===== config.mk =====
export PLATFORM = sky130hd
export DESIGN_NAME = pipe_stage_buffer
export DESIGN_NICKNAME = d
export VERILOG_FILES = /design/src/rtl/pipe_stage_buffer.sv
export SDC_FILE = /design/constraint.sdc
export NUM_CORES = 1
export LEC_CHECK = 0
export BUFFER_PORTS_ARGS = -buffer_cell sky130_fd_sc_hd__buf_2
export CORE_MARGIN = 1
export CORE_UTILIZATION = 30
export CTS_CLUSTER_SIZE = 24
export DETAILED_ROUTE_END_ITERATION = 8
export GPL_ROUTABILITY_DRIVEN = 1
export PLACE_DENSITY = 0.46
export SYNTH_ARGS = -nofsm -noshare
export SYNTH_HDL_FRONTEND = slang
export SYNTH_SLANG_ARGS = --single-unit

===== constraint.sdc =====
create_clock -name clock -period 3.5 [get_ports clock]
set_clock_uncertainty 0.2 [all_clocks]
set_input_delay 0 -clock clock [delete_from_list [all_inputs] [get_ports clock]]
set_output_delay 0 -clock clock [all_outputs]
set_load 0.02 [all_outputs]

===== src/rtl/pipe_stage_buffer.sv =====
// Valid/ready pipeline stage with a 2-entry skid, load-use bubble and flush.
// Define PIPE_STATS_EN to build the saturating stall/bubble counters; otherwise they read 0.
module pipe_stage_buffer #(
    parameter int unsigned DATA_W = 146,
    parameter int unsigned CNT_W  = 16
) (
    input  logic              clock,
    input  logic              reset,
    input  logic              in_valid,
    output logic              in_ready,
    input  logic [DATA_W-1:0] in_data,
    input  logic              bubble_req,
    input  logic              flush,
    output logic              out_valid,
    input  logic              out_ready,
    output logic [DATA_W-1:0] out_data,
    output logic [CNT_W-1:0]  stall_cnt,
    output logic [CNT_W-1:0]  bubble_cnt
);

    typedef enum logic [1:0] {
        EMPTY = 2'd0,
        ONE   = 2'd1,
        FULL  = 2'd2
    } state_t;

    state_t             r_state;
    state_t             w_next_state;
    logic [DATA_W-1:0]  r_main;
    logic [DATA_W-1:0]  r_skid;
    logic [DATA_W-1:0]  w_next_main;
    logic [DATA_W-1:0]  w_next_skid;
    logic               w_accept;
    logic               w_drain;

    // in_ready depends only on held state and local controls, never on out_ready
    assign in_ready  = reset & (r_state != FULL) & ~bubble_req & ~flush;
    assign out_valid = (r_state != EMPTY);
    assign out_data  = r_main;

    assign w_accept = in_valid & in_ready;
    assign w_drain  = out_valid & out_ready;

    always_comb begin
        w_next_state = r_state;
        w_next_main  = r_main;
        w_next_skid  = r_skid;
        if (flush) begin
            w_next_state = EMPTY;
            w_next_main  = '0;
            w_next_skid  = '0;
        end else begin
            case (r_state)
                EMPTY: begin
                    if (w_accept) begin
                        w_next_state = ONE;
                        w_next_main  = in_data;
                    end
                end
                ONE: begin
                    if (w_accept && w_drain) begin
                        w_next_main = in_data;
                    end else if (w_accept) begin
                        w_next_state = FULL;
                        w_next_skid  = in_data;
                    end else if (w_drain) begin
                        w_next_state = EMPTY;
                        w_next_main  = '0;
                    end
                end
                FULL: begin
                    if (w_drain) begin
                        w_next_state = ONE;
                        w_next_main  = r_skid;
                        w_next_skid  = '0;
                    end
                end
                default: begin
                    w_next_state = EMPTY;
                    w_next_main  = '0;
                    w_next_skid  = '0;
                end
            endcase
        end
    end

    always_ff @(posedge clock) begin
        if (!reset) begin
            r_state <= EMPTY;
            r_main  <= '0;
            r_skid  <= '0;
        end else begin
            r_state <= w_next_state;
            r_main  <= w_next_main;
            r_skid  <= w_next_skid;
        end
    end

`ifdef PIPE_STATS_EN
    logic [CNT_W-1:0] r_stall_cnt;
    logic [CNT_W-1:0] r_bubble_cnt;

    // Both counters saturate at all-ones instead of wrapping
    always_ff @(posedge clock) begin
        if (!reset) begin
            r_stall_cnt  <= '0;
            r_bubble_cnt <= '0;
        end else begin
            if (in_valid && !in_ready && (r_stall_cnt != '1))
                r_stall_cnt <= r_stall_cnt + 1'b1;
            if (bubble_req && !flush && (r_bubble_cnt != '1))
                r_bubble_cnt <= r_bubble_cnt + 1'b1;
        end
    end

    assign stall_cnt  = r_stall_cnt;
    assign bubble_cnt = r_bubble_cnt;
`else
    assign stall_cnt  = '0;
    assign bubble_cnt = '0;
`endif

endmodule


==> run metrics <==
status complete, no violations; Area after DPL 0.0143 sq mm; crit-path max FO 144; maximum vdd ir drop 0.298 mV; initial antenna violation count 5; Leak 7.06 nW; Pins Over Slew Limit 0; Synth Area in Compound Gates 23.5%; grt met2 use 31.8%; Die H 208 microns; main combinational cell family by area after synthesis compound AO/OA/AOI/OAI gates; syn avg cell area 7.56 sq um; clk sink count 294; core area 0.0413 sq mm; crit end category flip-flop; Critical Path AT 2.58 ns; Worst Hold Depth 4; Slew Limit Headroom 48.7%; largest net degree at the start of global routing 145; critical setup path kind flip-flop to flip-flop; num ports 332; Final min period 2.41 ns; multiplexer area fraction after synthesis 0.0789%; deepest clock path buffer count 3; DIE WIDTH 208 microns; fin crit share 68.8%; Initial Util 30.7%; commonest cells in the netlist nand2_1, dfxtp_1, o22ai_1; final net count 2178; First-pass DRT Iterations 8; via count 12700; Synth area leader dfxtp_1; Startpoint Class flip-flop; RSZ-0062 raised after global routing false; num rows 74; initial drt markers 772; Worst path slowest cell dfxtp_4; post-synthesis async set-or-reset flop share 0%; aggregate global-route resource usage 19.6%; port bufs 299; worst-path cell chain buf_12 -> nor3_2 -> a21oi_4 -> buf_12 -> o22ai_1; routed len/inst 16.6 microns; Setup TNS Final 0 ns; PD cells 479 mW/mm^2; Synth Area in Simple Gates 18.1%; share of layout cells above drive strength 1 18.9%; ranking of synthesized cells by area dfxtp_1, o22ai_1, nand2_1; post-synth top area share 46.4%; met1 GRT Util 25.8%; post-DP HPWL 23.6 mm; post-route insts no fill 2587; most common cell in the netlist nand2_1; register area share after synthesis 46.4%; Hold Crit Start in_data[82]; DRC 0; required time worst endpoint 3.67 ns; Clock transition at path regs 0.06 ns; GR Util met3 4.15%; Max-cap violations 0; Post-synth EDFFs 0; unique cell type count in the Yosys netlist 28; reg2reg end out_data[108]$_SDFFE_PP0P_; Syn Inst Count 1678; mapped cell area 0.0127 sq mm; ys flop type dfxtp_1; Cells after DPL 2364; fin area 0.0172 sq mm; #FFs+latches synth 294; CTS tree built; r2r startpoint r_state[1]$_SDFFE_PP0P_; GRT busiest layer met2; worst-skew pair later-pin latency 0.54 ns; Area growth syn-to-layout 35.6%; min-delay worst type input pin to flip-flop; adder-cell share of the synthesized area 0%; CTS buffer count 37; CP most frequent cell buf_12; CTS H-tree depth 2; # setup viols final 0; vias in the first global route 12200; vias per cell 4.89; Endpoint, Worst Hold r_skid[82]$_SDFFE_PP0P_; first-pass GRT wire length 68.7 mm; grt ovf 0; Routed WL 42.9 mm; Die ar. 0.0431 sq mm; Slew @ Worst Pin 0.769 ns; R2R depth 5; XOR/XNOR Fraction of Synth Area 0%; post-route ant nets 0; placer congestion estimate 0.740; Clock Tree Root clkbuf_16; Worst R2R Setup Slack 1.09 ns; max incr delay on CP 0.58 ns; Max Clock Freq 415 MHz; final hold vios 0; YS warnings 0
==> area by class of cell <==
class	instances	area, sq um
flip-flops and latches	294	5890
fillers	4279	24100
inverters	145	544
repair buffers	473	3360
well taps	532	666
clock buffers	57	1180
multi-input cells	1075	5440
clock inverters	6	83.8
diodes	5	12.5
==> layer usage <==
metal  part of all wire (%)  vias up
met2                     46      341
met4                    1.8        0
met1                     46     5948
li1                       -     6321
met3                    5.9       46
met5                      0        -
==> metrics by stage <==
stage	worst slack [ns]	hold slack (ns)	utilization [%]	power (mW)
6_report	1.09	0.0562	41.6	8.23
5_1_grt	0.966	0.0559	41.6	8.57
4_1_cts	1.08	0.0227	41.6	8.35
3_5_place_dp	1.08	0.0722	34.7	4.18
3_3_place_gp	1.12	0.0628	34.7	4.18
2_1_floorplan	1.87	-0.111	-	3.94
==> report_power, final <==
| part | switching [mW] | internal [mW] | leakage (nW) |
|---|---|---|---|
| Sequential | 0.0290 | 3.39 | 2.38 |
| Clock | 1.52 | 2.47 | 0.630 |
| Combinational | 0.494 | 0.339 | 4.06 |
==> kinds of logic after synthesis <==
family / Yosys count
mux: 1
flops: 294
buf+inv: 340
compound gates: 445
other cells: 1
simple gates: 597
==> what timing repair did <==
action | in CTS | in global routing
hold endpoints to repair | 294 | 0
setup buffers | 0 | 0
resized for setup | 0 | 0
hold buffers | 155 | 0
setup endpoints to repair | 0 | 0
==> layout by cell type, fill, tap and decap left out, drive strengths merged <==
master | synthesis | routed
a21oi | 3 | 3
a22oi | 146 | 146
a31oi | 1 | 1
and2 | 1 | 1
and2b | 1 | 1
buf | 116 | 319
bufinv | 0 | 2
clkbuf | 79 | 57
clkinv | 0 | 3
conb | 1 | 32
dfxtp | 294 | 294
diode | 0 | 5
dlygate4sd3 | 0 | 154
inv | 145 | 146
mux2i | 1 | 1
nand2 | 436 | 436
nand2b | 2 | 2
nor2 | 147 | 147
nor2b | 3 | 3
nor3 | 3 | 3
nor3b | 2 | 2
nor4b | 1 | 1
o21ai | 1 | 1
o22a | 1 | 1
o22ai | 292 | 292
o31ai | 1 | 1
or2 | 1 | 1
==> worst max-delay path: cells and delay by family, from the launching register on <==
kind                   cells  cell delay [ns]
buffers and inverters      2             0.88
flip-flops                 1             0.58
AND/OR/NAND/NOR            1             0.13
AO/OA/AOI/OAI              2             0.38
==> sequential cells by signal, indices dropped and copies added, names as in the netlist <==
signal,flops
r_state,2
r_skid,146
out_data,146
==> worst max-delay path by stage <==
stage / start / end / slack, ns / depth (start not counted)
6_report: r_state[1]$_SDFFE_PP0P_ / out_data[108]$_SDFFE_PP0P_ / 1.09 / 5
5_1_grt: r_state[1]$_SDFFE_PP0P_ / out_data[136]$_SDFFE_PP0P_ / 0.97 / 5
4_1_cts: r_state[1]$_SDFFE_PP0P_ / out_data[108]$_SDFFE_PP0P_ / 1.08 / 5
3_5_place_dp: r_state[1]$_SDFFE_PP0P_ / out_data[108]$_SDFFE_PP0P_ / 1.08 / 5
3_3_place_gp: r_state[1]$_SDFFE_PP0P_ / out_data[138]$_SDFFE_PP0P_ / 1.12 / 5
2_1_floorplan: r_state[0]$_SDFFE_PP0P_ / out_data[87]$_SDFFE_PP0P_ / 1.87 / 5
Note: power is estimated with default switching activity, not from simulation.
